### src/rtl/rv32_enc_pkg.sv
// Shared RV32I encoder definitions: opcodes, instruction formats and the buffer entry type.
package rv32_enc_pkg;

  localparam logic [6:0] OP_LUI    = 7'b0110111;
  localparam logic [6:0] OP_AUIPC  = 7'b0010111;
  localparam logic [6:0] OP_JAL    = 7'b1101111;
  localparam logic [6:0] OP_JALR   = 7'b1100111;
  localparam logic [6:0] OP_LOAD   = 7'b0000011;
  localparam logic [6:0] OP_STORE  = 7'b0100011;
  localparam logic [6:0] OP_BRANCH = 7'b1100011;
  localparam logic [6:0] OP_IMM    = 7'b0010011;
  localparam logic [6:0] OP_REG    = 7'b0110011;

  localparam logic [31:0] NOP = 32'h00000013;

  typedef enum logic [2:0] {
    FMT_R,
    FMT_I,
    FMT_S,
    FMT_B,
    FMT_U,
    FMT_J,
    FMT_UNSUP
  } fmt_e;

  typedef struct packed {
    logic        valid;
    logic [31:0] inst;
    logic        err;
  } entry_t;

  function automatic fmt_e decode_fmt(input logic [6:0] opcode);
    fmt_e fmt;
    case (opcode)
      OP_LUI, OP_AUIPC:           fmt = FMT_U;
      OP_JAL:                     fmt = FMT_J;
      OP_JALR, OP_LOAD, OP_IMM:   fmt = FMT_I;
      OP_STORE:                   fmt = FMT_S;
      OP_BRANCH:                  fmt = FMT_B;
      OP_REG:                     fmt = FMT_R;
      default:                    fmt = FMT_UNSUP;
    endcase
    return fmt;
  endfunction

endpackage

### src/rtl/inst_encoder_if.sv
// Input-field and output-word handshake bundle of the instruction encoder.
interface inst_encoder_if;
  logic        in_valid;
  logic        in_ready;
  logic [6:0]  in_opcode;
  logic [4:0]  in_rd;
  logic [4:0]  in_rs1;
  logic [4:0]  in_rs2;
  logic [2:0]  in_funct3;
  logic [6:0]  in_funct7;
  logic [31:0] in_imm;
  logic        out_valid;
  logic        out_ready;
  logic [31:0] out_inst;
  logic        out_err;

  modport master (
    output in_valid, in_opcode, in_rd, in_rs1, in_rs2, in_funct3, in_funct7, in_imm, out_ready,
    input  in_ready, out_valid, out_inst, out_err
  );

  modport slave (
    input  in_valid, in_opcode, in_rd, in_rs1, in_rs2, in_funct3, in_funct7, in_imm, out_ready,
    output in_ready, out_valid, out_inst, out_err
  );
endinterface

### src/rtl/inst_pack.sv
// Combinational RV32I packer: places the immediate into its format's bit positions
// and flags immediates that cannot be represented exactly.
module inst_pack
  import rv32_enc_pkg::*;
(
  input  logic [6:0]  opcode,
  input  logic [4:0]  rd,
  input  logic [4:0]  rs1,
  input  logic [4:0]  rs2,
  input  logic [2:0]  funct3,
  input  logic [6:0]  funct7,
  input  logic [31:0] imm,
  output logic [31:0] inst,
  output logic        err
);

  fmt_e fmt;
  logic is_shift;
  logic i_hi_eq;
  logic b_hi_eq;
  logic j_hi_eq;

  assign fmt      = decode_fmt(opcode);
  assign is_shift = (opcode == OP_IMM) && (funct3[1:0] == 2'b01);

  // Upper bits must be pure sign extension of the field's top bit.
  assign i_hi_eq = (&imm[31:11]) | ~(|imm[31:11]);
  assign b_hi_eq = (&imm[31:12]) | ~(|imm[31:12]);
  assign j_hi_eq = (&imm[31:20]) | ~(|imm[31:20]);

  always_comb begin
    inst = NOP;
    err  = 1'b0;
    case (fmt)
      FMT_U: begin
        inst = {imm[31:12], rd, opcode};
        err  = |imm[11:0];
      end
      FMT_J: begin
        inst = {imm[20], imm[10:1], imm[11], imm[19:12], rd, opcode};
        err  = imm[0] | ~j_hi_eq;
      end
      FMT_I: begin
        if (is_shift) begin
          inst = {funct7, imm[4:0], rs1, funct3, rd, opcode};
          err  = |imm[31:5];
        end else begin
          inst = {imm[11:0], rs1, funct3, rd, opcode};
          err  = ~i_hi_eq;
        end
      end
      FMT_S: begin
        inst = {imm[11:5], rs2, rs1, funct3, imm[4:0], opcode};
        err  = ~i_hi_eq;
      end
      FMT_B: begin
        inst = {imm[12], imm[10:5], rs2, rs1, funct3, imm[4:1], imm[11], opcode};
        err  = imm[0] | ~b_hi_eq;
      end
      FMT_R: begin
        inst = {funct7, rs2, rs1, funct3, rd, opcode};
        err  = 1'b0;
      end
      default: begin
        inst = NOP;
        err  = 1'b1;
      end
    endcase
  end

endmodule

### src/rtl/inst_encoder.sv
// Streaming RV32I instruction encoder: packs fields into a word behind a two-entry
// skid buffer and counts erroneous words handed downstream.
module inst_encoder
  import rv32_enc_pkg::*;
#(
  parameter int unsigned ERR_CNT_W = 16
) (
  input  logic                 clk,
  input  logic                 rst_n,
  inst_encoder_if.slave        bus,
  output logic [ERR_CNT_W-1:0] err_cnt
);

  entry_t m_q, m_d;
  entry_t s_q, s_d;
  entry_t new_word;
  logic [ERR_CNT_W-1:0] err_cnt_q, err_cnt_d;
  logic [31:0] pack_inst;
  logic        pack_err;
  logic        accept;
  logic        drain;

  inst_pack u_pack (
    .opcode (bus.in_opcode),
    .rd     (bus.in_rd),
    .rs1    (bus.in_rs1),
    .rs2    (bus.in_rs2),
    .funct3 (bus.in_funct3),
    .funct7 (bus.in_funct7),
    .imm    (bus.in_imm),
    .inst   (pack_inst),
    .err    (pack_err)
  );

  assign new_word = '{valid: 1'b1, inst: pack_inst, err: pack_err};

  // in_ready depends only on the skid register, never on out_ready.
  assign bus.in_ready  = ~s_q.valid;
  assign bus.out_valid = m_q.valid;
  assign bus.out_inst  = m_q.inst;
  assign bus.out_err   = m_q.err;
  assign err_cnt       = err_cnt_q;

  assign accept = bus.in_valid & ~s_q.valid;
  assign drain  = m_q.valid & bus.out_ready;

  always_comb begin
    m_d = m_q;
    s_d = s_q;
    if (drain) begin
      if (s_q.valid) begin
        m_d       = s_q;
        s_d.valid = 1'b0;
        if (accept) s_d = new_word;
      end else if (accept) begin
        m_d = new_word;
      end else begin
        m_d.valid = 1'b0;
      end
    end else if (accept) begin
      if (!m_q.valid) m_d = new_word;
      else            s_d = new_word;
    end
  end

  always_comb begin
    err_cnt_d = err_cnt_q;
    if (drain && m_q.err && !(&err_cnt_q)) err_cnt_d = err_cnt_q + ERR_CNT_W'(1);
  end

  always_ff @(posedge clk or negedge rst_n) begin
    if (!rst_n) begin
      m_q       <= '0;
      s_q       <= '0;
      err_cnt_q <= '0;
    end else begin
      m_q       <= m_d;
      s_q       <= s_d;
      err_cnt_q <= err_cnt_d;
    end
  end

endmodule

### src/flat_wrapper.sv
// flat-port wrapper written by rule: the top's interface ports become plain ports
module inst_encoder_flat import rv32_enc_pkg::*;
#(
  parameter int unsigned ERR_CNT_W = 16
)
  (clk, rst_n, err_cnt, bus_in_valid, bus_in_opcode, bus_in_rd, bus_in_rs1, bus_in_rs2, bus_in_funct3, bus_in_funct7, bus_in_imm, bus_out_ready, bus_in_ready, bus_out_valid, bus_out_inst, bus_out_err);
  inst_encoder_if bus_i ();
  input  logic clk;
  input  logic rst_n;
  output logic [ERR_CNT_W-1:0] err_cnt;
  input wire logic [$bits(bus_i.in_valid)-1:0] bus_in_valid;
  input wire logic [$bits(bus_i.in_opcode)-1:0] bus_in_opcode;
  input wire logic [$bits(bus_i.in_rd)-1:0] bus_in_rd;
  input wire logic [$bits(bus_i.in_rs1)-1:0] bus_in_rs1;
  input wire logic [$bits(bus_i.in_rs2)-1:0] bus_in_rs2;
  input wire logic [$bits(bus_i.in_funct3)-1:0] bus_in_funct3;
  input wire logic [$bits(bus_i.in_funct7)-1:0] bus_in_funct7;
  input wire logic [$bits(bus_i.in_imm)-1:0] bus_in_imm;
  input wire logic [$bits(bus_i.out_ready)-1:0] bus_out_ready;
  output wire logic [$bits(bus_i.in_ready)-1:0] bus_in_ready;
  output wire logic [$bits(bus_i.out_valid)-1:0] bus_out_valid;
  output wire logic [$bits(bus_i.out_inst)-1:0] bus_out_inst;
  output wire logic [$bits(bus_i.out_err)-1:0] bus_out_err;
  assign bus_i.in_valid = bus_in_valid;
  assign bus_i.in_opcode = bus_in_opcode;
  assign bus_i.in_rd = bus_in_rd;
  assign bus_i.in_rs1 = bus_in_rs1;
  assign bus_i.in_rs2 = bus_in_rs2;
  assign bus_i.in_funct3 = bus_in_funct3;
  assign bus_i.in_funct7 = bus_in_funct7;
  assign bus_i.in_imm = bus_in_imm;
  assign bus_i.out_ready = bus_out_ready;
  assign bus_in_ready = bus_i.in_ready;
  assign bus_out_valid = bus_i.out_valid;
  assign bus_out_inst = bus_i.out_inst;
  assign bus_out_err = bus_i.out_err;
  inst_encoder #(.ERR_CNT_W(ERR_CNT_W)) u_core (.clk(clk), .rst_n(rst_n), .bus(bus_i), .err_cnt(err_cnt));
endmodule
### config.mk
export PLATFORM = sky130hd
export DESIGN_NAME = inst_encoder_flat
export DESIGN_NICKNAME = d
export VERILOG_FILES = /design/src/rtl/rv32_enc_pkg.sv /design/src/rtl/inst_encoder_if.sv /design/src/rtl/inst_pack.sv /design/src/rtl/inst_encoder.sv /design/src/flat_wrapper.sv
export SDC_FILE = /design/constraint.sdc
export NUM_CORES = 1
export LEC_CHECK = 0
export BUFFER_PORTS_ARGS = -buffer_cell sky130_fd_sc_hd__buf_2
export CAP_MARGIN = 20
export CELL_PAD_IN_SITES_DETAIL_PLACEMENT = 1
export CELL_PAD_IN_SITES_GLOBAL_PLACEMENT = 2
export CORE_MARGIN = 1.5
export CORE_UTILIZATION = 34
export DETAILED_ROUTE_END_ITERATION = 7
export GPL_ROUTABILITY_DRIVEN = 0
export GPL_TIMING_DRIVEN = 0
export PLACE_DENSITY_LB_ADDON = 0.25
export SYNTH_ARGS = -nofsm -noshare
export SYNTH_HDL_FRONTEND = slang
export SYNTH_SLANG_ARGS = --single-unit
export TNS_END_PERCENT = 20
### constraint.sdc
create_clock -name clk -period 3.6 [get_ports clk]
set_input_delay 0.72 -clock clk [delete_from_list [all_inputs] [get_ports clk]]
set_output_delay 0.72 -clock clk [all_outputs]
set_load 0.005 [all_outputs]
# Yosys cells after proc, flatten, opt, wreduce, memory -nomap -nowiden
# Index checks and enable logic that the tools add are counted.
word_totals:
  reg_bits: 84
  latchBits: 0
  mem_count: 0
  in_bits: 68
  out_inout_bits: 51
  rom_bits: 0
  ram_bits: 0
op_classes:
  order_cmp: 0
  bitwise_logic: 14
  mul: 0
  shifts: 0
  n_div: 0
  eq_ne: 18
  muxes: 16
  n_reduce_logical: 22
  n_addsub: 1
ops:
  columns: ["cell", "n"]
  rows:
  - ["34-bit two-way mux", 8]
  - ["32-bit one-hot mux with 6 select lines", 1]
  - ["33-bit two-way mux", 2]
  - ["32-bit two-way mux", 1]
  - ["27-bit OR reduction", 1]
  - ["12-bit OR reduction", 2]
  - ["7-bit by 6-bit equality test with 1-bit output (second input constant)", 3]
  - ["7-bit equality test (second input constant)", 3]
  - ["21-bit AND reduction", 1]
  - ["21-bit OR reduction", 1]
  - ["20-bit AND reduction", 1]
  - ["20-bit OR reduction", 1]
  - ["3-bit one-hot mux with 6 select lines", 1]
  - ["16-bit by 1-bit adder with 16-bit output (second input constant)", 1]
  - ["16-bit AND reduction", 1]
  - ["7-bit by 5-bit equality test with 1-bit output (second input constant)", 2]
  - ["12-bit AND reduction", 1]
  - ["7-bit by 2-bit equality test with 1-bit output (second input constant)", 1]
  - ["1-bit inverter", 7]
  - ["3-bit by 2-bit equality test with 1-bit output (second input constant)", 2]
  - ["3-bit equality test (second input constant)", 2]
  - ["1-bit one-hot mux with 6 select lines", 1]
  - ["2-bit nonzero test", 3]
  - ["1-bit bitwise OR", 5]
  - ["14 further kinds", 19]

# Logic depth before layout (Yosys ltp)
# Gate-level depths: netlist of the first run.
depth:
  word_depth: 9
  ltp_mapped: 8
  depth_no_buf: 7

# Cells and area by module
# A second synthesis of the first run with hierarchy kept.
unflattened:
  cells_unflattened: 443
  area_unflattened_um2: 4556.9
by_module_without_submodules:
  columns: ["module", "area_each_um2", "instances", "cells_each"]
  rows:
  - ["inst_encoder", 3666.0, 1, 306]
  - ["inst_pack", 890.9, 1, 137]

# Worst setup path before layout of the first run
# OpenSTA, ideal clock, no wires.
synth_path:
  path_kind: "input -> register"
  from: "input port bus_in_opcode[2]"
  to: "register u_core.m_q, in the netlist u_core.bus.out_inst[26]"
  cell_stages: 7
  t_arrival_ns: 2.016
  required_ns: 3.466
  slack_ns: 1.450
  setup_ns: 0.134
  path_cell_list: "buf_6 > or2_4 > nor3_4 > nand3_1 > a21o_1 > a222oi_1 > o21ai_1"
synth_between:
  elab_chain_cells: 8
synth_rtl:
  columns: ["item", "line_no", "source"]
  rows:
  - ["start: declaration", "flat_wrapper.sv:12", "input wire logic [$bits(bus_i.in_opcode)-1:0] bus_in_opcode;"]
  - ["7-bit by 5-bit equality test with 1-bit output (tied with other cells)", "rv32_enc_pkg.sv:34, inst_pack.sv:24", null]
  - ["3-bit OR reduction / 2-bit OR reduction (equally long branches)", "rv32_enc_pkg.sv:34", "case (opcode)"]
  - ["3-bit one-hot mux with 6 select lines", "rv32_enc_pkg.sv:34", null]
  - ["3-bit by 2-bit equality test with 1-bit output (tied with other cells)", "inst_pack.sv:34", "case (fmt)"]
  - ["32-bit one-hot mux with 6 select lines *", "inst_pack.sv:34", null]
  - ["33-bit two-way mux (on tied branches)", "inst_encoder.sv:61, inst_encoder.sv:55", null]
  - ["34-bit two-way mux (on tied branches)", "inst_encoder.sv:60, inst_encoder.sv:51", null]
  - ["34-bit two-way mux *", "inst_encoder.sv:50", "if (drain) begin"]
  - ["end signal: assignment", "inst_encoder.sv:77", "m_q <= m_d;"]
  - ["end: declaration", "inst_encoder.sv:14", "entry_t m_q, m_d;"]
# Every way passes the cells marked *; elsewhere a longest branch is shown, timed or not. The select of a mux whose other input is x is not followed.
# A chain may end at the register's enable or synchronous reset.

# Final worst setup path of the first run
layout_path:
  from: "input port bus_in_opcode[4]"
  to: "register u_core.m_q, in the netlist u_core.bus.out_inst[24]"
layout_between:
  elab_chain_cells: 8
layout_rtl:
  columns: ["item", "line_no"]
  rows:
  - ["7-bit by 5-bit equality test with 1-bit output (tied with other cells)", "rv32_enc_pkg.sv:34"]
  - ["3-bit OR reduction / 2-bit OR reduction (equally long branches)", "rv32_enc_pkg.sv:34"]
  - ["3-bit one-hot mux with 6 select lines *", "rv32_enc_pkg.sv:34"]
  - ["3-bit by 2-bit equality test with 1-bit output (tied with other cells)", "inst_pack.sv:34"]
  - ["32-bit one-hot mux with 6 select lines *", "inst_pack.sv:34"]
  - ["33-bit two-way mux (on tied branches)", "inst_encoder.sv:61, inst_encoder.sv:55"]
  - ["34-bit two-way mux (on tied branches)", "inst_encoder.sv:60, inst_encoder.sv:51"]
  - ["34-bit two-way mux *", "inst_encoder.sv:50"]
# Marked as above.

==> reports/metrics.csv, run 1 <==
metric,value,unit
status,"finished, final reports clean",
initial_core_util,0.352,
synth_area,4280,sq um
rows,40,
min_period,2.24,ns
grt_usage,0.218,
cts_buffers,9,
worst_ep_required_time,3.84,ns
r2r_end,u_core.s_q[32],
setup_violations,0,
ys_types,61,
irDropWorstVdd,0.000366,V
crit_path_end_kind,flip-flop,
synth_most_common_cell,dfrtp_1,
num_antenna_cells,0,
ys.warnings.count,0,
cts-root-buf,clkbuf_16,
post-cts-setup-buffers,0,
max_freq,447,MHz
cts_tree,built,
drc,0,
postCtsHoldBufs,0,
dp_hpwl,10400,um
drt_first_iter_violations,263,
synth-seq-cells,84,
ys_top_cells_by_count,"84 x dfrtp_1, 54 x o21ai_0, 51 x nand2_1, 29 x a21oi_1, 24 x nor2_1",
critPathSlowestCell,a222oi_1,
grt_use_met3,0.0385,
ff_latch_area,2100,sq um
dr.pass1.iters,7,
criticalPathCategory,in -> reg,
power_density,574,nW/um^2
finalClockSkew,0.00338,ns
maxCapViolations,0,
crit_path_cell_trace,buf_2 -> and4b_2 -> a21o_2 -> a222oi_1 -> a21oi_1 -> a21o_1,
crit_fanout,9,
antenna_found_initial,0,
synth_top_cell_by_area,dfrtp_1,
grt_overflow,0,
fin_worst_hold_slack,0.318,ns
rsz0062_at_grt,false,
syn_inst,439,
vias_per_cell,5.43,
use_met1,0.295,
nets,638,
fillers,1434,
core_area,12200,sq um
avgRoutedWirePerCell,18.7,um
seq_area_frac_synth,0.492,
drv_slew,0,
path_clk_slew,0.06,ns
wl,13900,um
syn2layout_area_growth,26.1,%
post_synth.cell_area_avg,9.74,sq um
ios,119,
ys_async_sr_fraction,1.00,
reg2reg_depth,5,
final_hold_viol_count,0,
dieArea,13300,sq um
p_total,3.10,mW
p_leak,2.62,nW
ys_top_cells_by_area,"dfrtp_1 49%, o21ai_0 6.3%, nand2_1 4.5%",
drive_gt1_frac,0.271,
synth_edf_count,0,
vias,4027,
busiest_layer,met2,
hold_class,in -> async,
cts.path.max_buffers,2,
utilization,0.443,
reg2reg_from,u_core.s_q[33],
syn_nets,508,
post_cts_resized,0,
critPathLaunchType,input pin,
max_stage_delay,0.64,ns
grt_pass1_wl,21900,um
rrSetupSlack,1.49,ns
clk_latency,0.34,ns
clock-sinks,84,
die_h,115,um
synth_top_area_frac,0.492,
multi_input_area,1960,sq um
grt_start_max_net_pins,53,
cts_max_level,3,
io_buffers,118,
use_met2,0.355,
die_x,115,um
arrival,2.47,ns
grt_pass1_vias,4079,
synthFlopType,dfrtp_1,
fin_crit_sh,0.621,
ant_nets,0,
finalSetupTns,0,ns
tightest_slew,0.911,ns
slew_headroom,0.388,
## worst max-delay path by stage
stage	from	end	slack (ns)	cells after the start
finish	bus_in_opcode[4]	u_core.bus.out_inst[24]	1.36	6
global route	u_core.s_q[33]	u_core.s_q[32]	1.26	5
CTS	bus_in_opcode[2]	u_core.s_q[26]	1.41	8
detailed placement	bus_in_opcode[2]	u_core.s_q[26]	1.05	8
global placement	rst_n	u_core.s_q[32]	1.06	1
floorplan	bus_in_opcode[2]	u_core.bus.out_inst[26]	1.45	7
## where the power goes
group | switching [mW] | internal, mW
clock network | 0.367 | 0.552
logic | 0.566 | 0.359
registers | 0.128 | 1.12
## routing by layer
metal	vias up	share of wire	wire, um
met1	2023	0.46	6370
met3	10	0.051	704
li1	1883	-	-
met5	-	0	0
met4	0	0.013	174
met2	111	0.48	6630
## layout by cell type, fill, tap and decap left out, types with 9 or more instances in the layout
cell type | netlist | final
xor2_1 | 9 | 9
inv_1 | 11 | 11
a22oi_1 | 17 | 17
clkbuf_16 | 0 | 9
buf_2 | 3 | 120
a21oi_1 | 29 | 29
nor2_1 | 24 | 24
a21o_1 | 16 | 16
nand3_1 | 15 | 15
a222oi_1 | 10 | 10
o21ai_0 | 54 | 54
dfrtp_1 | 84 | 84
nand2_1 | 51 | 51
clkbuf_1 | 16 | 19
## layout make-up
cell class | count | area share
sequential | 84 | 0.390
multi-input combinational | 318 | 0.364
timing repair buffer | 119 | 0.115
clock buffer | 13 | 0.0464
tap | 168 | 0.0390
buffer | 26 | 0.0313
inverter | 11 | 0.00766
clock inverter | 2 | 0.00650
## metrics by stage
stage	instances	area (sq um)	worst slack [ns]
4_1_cts	741	5390	1.41
3_5_place_dp	726	5110	1.05
2_1_floorplan	439	4280	1.45
5_1_grt	741	5390	1.26
6_report	741	5390	1.36
3_3_place_gp	725	5080	1.06
## flip-flops by register name, indices dropped and copies added, names as in the netlist
register	cells
u_core.bus.out_err	1
u_core.bus.out_inst	32
u_core.bus.out_valid	1
u_core.err_cnt	16
u_core.s_q	34
## critical path, delay by kind of cell
| family | cells | cell delay (ns) |
|---|---|---|
| compound gates | 4 | 1.28 |
| simple gates | 1 | 0.30 |
| buf+inv | 1 | 0.17 |
## cell families after synthesis
family	Yosys count	share of synthesized area
mux	2	0.00527
xor+xnor	15	0.0307
flops	84	0.492
buf+inv	37	0.0492
compound gates	158	0.241
simple gates	142	0.179
fa+ha+maj	1	0.00293
Power figures use the tool's default switching activity.
==> run 2, diff against run 1 <==
--- a/config.mk
+++ b/config.mk
@@ -5,12 +5,13 @@
 export SDC_FILE = /design/constraint.sdc
 export NUM_CORES = 1
 export LEC_CHECK = 0
+export ABC_AREA = 1
 export BUFFER_PORTS_ARGS = -buffer_cell sky130_fd_sc_hd__buf_2
 export CAP_MARGIN = 20
 export CELL_PAD_IN_SITES_DETAIL_PLACEMENT = 1
 export CELL_PAD_IN_SITES_GLOBAL_PLACEMENT = 2
 export CORE_MARGIN = 1.5
-export CORE_UTILIZATION = 34
+export CORE_UTILIZATION = 27
 export DETAILED_ROUTE_END_ITERATION = 7
 export GPL_ROUTABILITY_DRIVEN = 0
 export GPL_TIMING_DRIVEN = 0
==> constraint.sdc (replaced) <==
create_clock -name clk -period 1.95 [get_ports clk]
set_input_delay 0.39 -clock clk [delete_from_list [all_inputs] [get_ports clk]]
set_output_delay 0.39 -clock clk [all_outputs]
set_load 0.005 [all_outputs]
==> reports/metrics.csv, run 2 <==
metric,value,unit
synthFlopType,dfrtp_1,
power_density,1070,nW/um^2
place_ws,-0.0917,ns
cts_tree,built,
final_cell_mix,"178 x nand2_1, 126 x buf_2, 84 x dfrtp_1",
cts_max_level,3,
num_antenna_cells,0,
io_buffers,118,
fillers,2200,
drv_slew,0,
critical-path-top-delay-family,buffers and inverters,
ys_top_cells_by_area,"dfrtp_1 43%, nand2_1 14%, inv_1 6.0%",
finalClockSkew,0.00622,ns
grt_pass1_wl,27000,um
initial_core_util,0.279,
max_stage_delay,0.57,ns
criticalPathCategory,reg -> reg,
hold_class,in -> async,
post_synth.cell_area_avg,7.30,sq um
dp_hpwl,13800,um
crit_fanout,10,
min_period,1.77,ns
path_buf_inv,5,
grt_overflow,0,
max_freq,564,MHz
cts-root-buf,clkbuf_16,
crit_path_end_kind,flip-flop,
top_register,u_core.s_q,
tightest_slew,0.699,ns
syn2layout_area_growth,25.3,%
path_clk_slew,0.06,ns
drive_gt1_frac,0.250,
final_hold_viol_count,0,
syn_inst,665,
dr.pass1.iters,4,
synth-seq-cells,84,
largest_reg_flops,34,
p_leak,3.21,nW
layout_setup_ws,0.176,ns
core_area,17400,sq um
dieArea,18800,sq um
fin_crit_sh,0.910,
maxCapViolations,0,
utilization,0.349,
antenna_found_initial,0,
syn_nets,734,
clock-sinks,84,
arrival,2.01,ns
ant_nets,0,
cts.path.max_buffers,2,
synth_area,4860,sq um
vias,4865,
rows,48,
synth_most_common_cell,nand2_1,
synth_top_cell_by_area,dfrtp_1,
wl,17100,um
die_h,137,um
cts_buffers,9,
critPathLaunchType,flip-flop,
drc,0,
synth_top_area_frac,0.433,
crit_path_cell_trace,inv_1 -> nor2_2 -> inv_1 -> nor2_1 -> inv_2 -> clkbuf_1 -> nand2_1 -> nand2_1 -> inv_1,
worst_ep_required_time,2.19,ns
ys_types,38,
ios,119,
critical_path.most_common_cell,inv_1,
critPathSlowestCell,clkbuf_1,
grt_pass1_vias,5044,
die_x,137,um
ys.warnings.count,0,
seq_area_frac_synth,0.433,
irDropWorstVdd,0.000389,V
avgRoutedWirePerCell,16.7,um
slew_headroom,0.534,
clk_latency,0.34,ns
synth_edf_count,0,
grt_start_max_net_pins,47,
drt_first_iter_violations,193,
rsz0062_at_grt,false,
vias_per_cell,4.74,
nets,865,
grt_usage,0.190,
mostFrequentLayoutCell,nand2_1,
setup_violations,0,
ys_async_sr_fraction,1.00,
status,"finished, final reports clean",
ys_top_cells_by_count,"180 x nand2_1, 84 x dfrtp_1, 77 x inv_1, 70 x nor2_1, 36 x o21ai_0",
[run 2: cell types whose count changed after synthesis, moves of 12 or more]
cell and delta:
nand3_1 +12, o21ai_0 -18, inv_2 +14, nand2_1 +129, nor2_1 +46, a21o_1 -16, inv_1 +66, nand2_2 +12
o21ai_1 +24
[run 2: kinds of logic after synthesis]
| group | after synthesis | synth area share |
|---|---|---|
| AOI/OAI and AO/OA | 120 | 0.136 |
| xor gates and xnor gates | 13 | 0.0234 |
| adders and majority gates | 1 | 0.00258 |
| buffers and inverters | 112 | 0.0902 |
| DFF | 84 | 0.433 |
| muxes | 1 | 0.00206 |
| and+or+nand+nor | 334 | 0.313 |
[run 2: layout make-up]
type / instances / area [sq um] / share of cell area
buffer: 19 / 87.6 / 0.0144
clock buffer: 12 / 236 / 0.0389
timing repair buffer: 120 / 628 / 0.103
tap: 225 / 282 / 0.0463
sequential: 84 / 2100 / 0.346
multi-input combinational: 469 / 2340 / 0.385
inverter: 93 / 357 / 0.0586
clock inverter: 4 / 50.0 / 0.00823
[run 2: layer usage]
metal	routed length, um	vias to the layer above	GRT usage
li1	-	2382	-
met1	7850	2349	0.252
met2	8130	113	0.316
met3	781	21	0.0300
met4	330	0	0.0602
met5	0	-	0
[run 2: timing repair]
item	4_1_cts	5_1_grt
setup buffers	1	0
gates resized for setup	5	6
gates cloned	0	0
setup endpoints to repair	3	22
hold buffers	0	0
pin swaps	1	1
hold endpoints to repair	0	0
[run 2: worst paths after layout]
check                      slack, ns  cells after the start                endpoint            startpoint
max reg2reg                     0.18                      9           u_core.s_q[0]  u_core.bus.out_valid
min                             0.03                      1       u_core.err_cnt[2]                 rst_n
max in group asynchronous       1.29                      2  u_core.bus.out_inst[0]                 rst_n
min in group clk                0.33                      3          u_core.s_q[12]          bus_in_rd[4]
max                             0.18                      9           u_core.s_q[0]  u_core.bus.out_valid
min reg2reg                     0.46                      2           u_core.s_q[2]         u_core.s_q[2]
[run 2: metrics by stage]
| step | hold slack (ns) | total power [mW] | cells | area, sq um | TNS [ns] |
|---|---|---|---|---|---|
| floorplan | 0.0944 | 3.86 | 665 | 4860 | 0 |
| global placement | 0.436 | 4.76 | 1008 | 5730 | -26.08 |
| detailed placement | 0.422 | 4.86 | 1009 | 5760 | -0.638 |
| CTS | 0.0466 | 6.63 | 1026 | 6070 | 0 |
| global route | 0.0612 | 7.03 | 1026 | 6080 | 0 |
| finish | 0.0275 | 6.52 | 1026 | 6080 | 0 |
[run 2: power breakdown]
| group | internal (mW) | switching [mW] |
|---|---|---|
| Sequential | 2.33 | 0.301 |
| Clock | 0.992 | 0.713 |
| Combinational | 0.837 | 1.35 |
| Total | 4.16 | 2.37 |
==> run 3, diff against run 2 <==
--- a/config.mk
+++ b/config.mk
@@ -10,12 +10,13 @@
 export CAP_MARGIN = 20
 export CELL_PAD_IN_SITES_DETAIL_PLACEMENT = 1
 export CELL_PAD_IN_SITES_GLOBAL_PLACEMENT = 2
-export CORE_MARGIN = 1.5
+export CORE_MARGIN = 3
 export CORE_UTILIZATION = 27
 export DETAILED_ROUTE_END_ITERATION = 7
 export GPL_ROUTABILITY_DRIVEN = 0
 export GPL_TIMING_DRIVEN = 0
 export PLACE_DENSITY_LB_ADDON = 0.25
+export REMOVE_ABC_BUFFERS = 1
 export SYNTH_ARGS = -nofsm -noshare
 export SYNTH_HDL_FRONTEND = slang
 export SYNTH_SLANG_ARGS = --single-unit
==> reports/metrics.csv, run 3 (synthesis gave the netlist of run 2 again) <==
metric,value,unit
die_h,140,um
status,"complete, but fails checks",
postCtsHoldBufs,0,
wl,17200,um
grt_usage,0.175,
drive_gt1_frac,0.264,
p_sw,2.52,mW
cts.path.max_buffers,2,
seq_power_share,0.384,
syn2layout_area_growth,27.5,%
internal_power,4.31,mW
min_period,1.78,ns
irDropWorstVdd,0.000504,V
fillers,2195,
critPathLaunchType,flip-flop,
p_leak,3.25,nW
drc,0,
final_hold_viol_count,1,
layout_setup_ws,0.168,ns
drt_first_iter_violations,224,
hold_class,in -> async,
violations,hold timing,
grt_start_max_net_pins,52,
fin_worst_hold_slack,-0.00350,ns
reg2reg_from,u_core.bus.out_valid,
max_freq,561,MHz
crit_fanout,13,
reg2reg_depth,10,
setup_violations,0,
pwr-share-comb,0.347,
clk_latency,0.35,ns
largest_reg_flops,34,
mostFrequentLayoutCell,nand2_1,
cts-root-buf,clkbuf_16,
power_density,1100,nW/um^2
tightest_slew,0.678,ns
rows,48,
place_ws,-1.24,ns
clockPowerShare,0.269,
worst_ep_required_time,2.18,ns
r2r_end,u_core.bus.out_inst[9],
num_antenna_cells,0,
io_buffers,118,
utilization,0.354,
ant_nets,0,
antenna_found_initial,1,
dr.pass1.iters,5,
crit_path_end_kind,flip-flop,
cts_buffers,9,
nets,860,
slew_headroom,0.548,
top_register,u_core.s_q,
initial_core_util,0.278,
dieArea,19600,sq um
die_x,140,um
drv_slew,0,
final_cell_mix,"177 x nand2_1, 117 x buf_2, 84 x dfrtp_1",
vias,4860,
place_inst,991,
ios,119,
clock-sinks,84,
cts_max_level,3,
avgRoutedWirePerCell,16.8,um
vias_per_cell,4.76,
grt_overflow,0,
arrival,2.02,ns
fin_crit_sh,0.914,
finalClockSkew,0.0110,ns
rrSetupSlack,0.17,ns
rsz0062_at_grt,false,
grt_pass1_wl,27400,um
cts_tree,built,
p_sw_frac,0.369,
criticalPathCategory,reg -> reg,
core_area,17500,sq um
dp_hpwl,12000,um
grt_pass1_vias,5194,
stdcell_count,1021,
path_clk_slew,0.07,ns
maxCapViolations,0,
[run 3: power by group through the flow]
stage / Combinational (mW) / Clock (mW) / Sequential, mW
global route: 2.70 / 1.98 / 2.71
finish: 2.37 / 1.84 / 2.62
CTS: 2.24 / 1.90 / 2.64
detailed placement: 2.13 / 0 / 2.67
floorplan: 1.15 / 0 / 2.65
global placement: 2.01 / 0 / 2.64
[run 3: worst max-delay path by stage]
stage,start,to,slack [ns],depth (start not counted)
2_1_floorplan,u_core.bus.out_valid,u_core.s_q[24],-0.55,7
3_3_place_gp,bus_out_ready,u_core.s_q[28],-2.07,7
3_5_place_dp,bus_out_ready,u_core.bus.out_inst[3],-1.24,11
4_1_cts,u_core.err_cnt[0],u_core.err_cnt[9],-0.11,13
5_1_grt,u_core.bus.out_valid,u_core.bus.out_inst[3],0.0006,10
6_report,u_core.bus.out_valid,u_core.bus.out_inst[9],0.17,10
[run 3: metal layers]
| metal | GRT usage | part of all wire |
|---|---|---|
| met1 | 0.238 | 0.47 |
| met2 | 0.286 | 0.47 |
| met3 | 0.0287 | 0.042 |
| met4 | 0.0530 | 0.016 |
| met5 | 0 | 0.00041 |
[run 3: final cells by class]
| class | count | area [sq um] | area share |
|---|---|---|---|
| clock buffers | 12 | 256 | 0.0414 |
| multi-input cells | 471 | 2380 | 0.385 |
| repair buffers | 130 | 727 | 0.117 |
| clock inverters | 4 | 55.1 | 0.00889 |
| inverters | 93 | 372 | 0.0600 |
| well taps | 225 | 282 | 0.0455 |
| repair inverters | 2 | 17.5 | 0.00283 |
| flip-flops and latches | 84 | 2100 | 0.339 |
[run 3: through the flow]
stage               total power, mW  instance area, sq um  TNS (ns)
global placement               4.66                  5640   -139.94
floorplan                      3.80                  4770    -22.01
global route                   7.39                  6190         0
finish                         6.83                  6190         0
CTS                            6.78                  6080    -0.105
detailed placement             4.79                  5710    -43.37
[run 3: critical path, cell delays in order (launching register included)]
cell	delay, ns
dfrtp_1	0.37
nand2_2	0.15
nor2_4	0.18
inv_4	0.11
nand2_1	0.09
inv_2	0.05
nor2_4	0.23
buf_4	0.20
inv_6	0.08
a21oi_1	0.16
a21oi_2	0.07
[run 3: what timing repair did]
action / CTS / global route
pin swaps: 3 / 2
setup endpoints to repair: 54 / 37
endpoints found under the hold margin: 0 / 0
gates resized for setup: 7 / 15
setup buffers: 3 / 7
cloned: 2 / 2
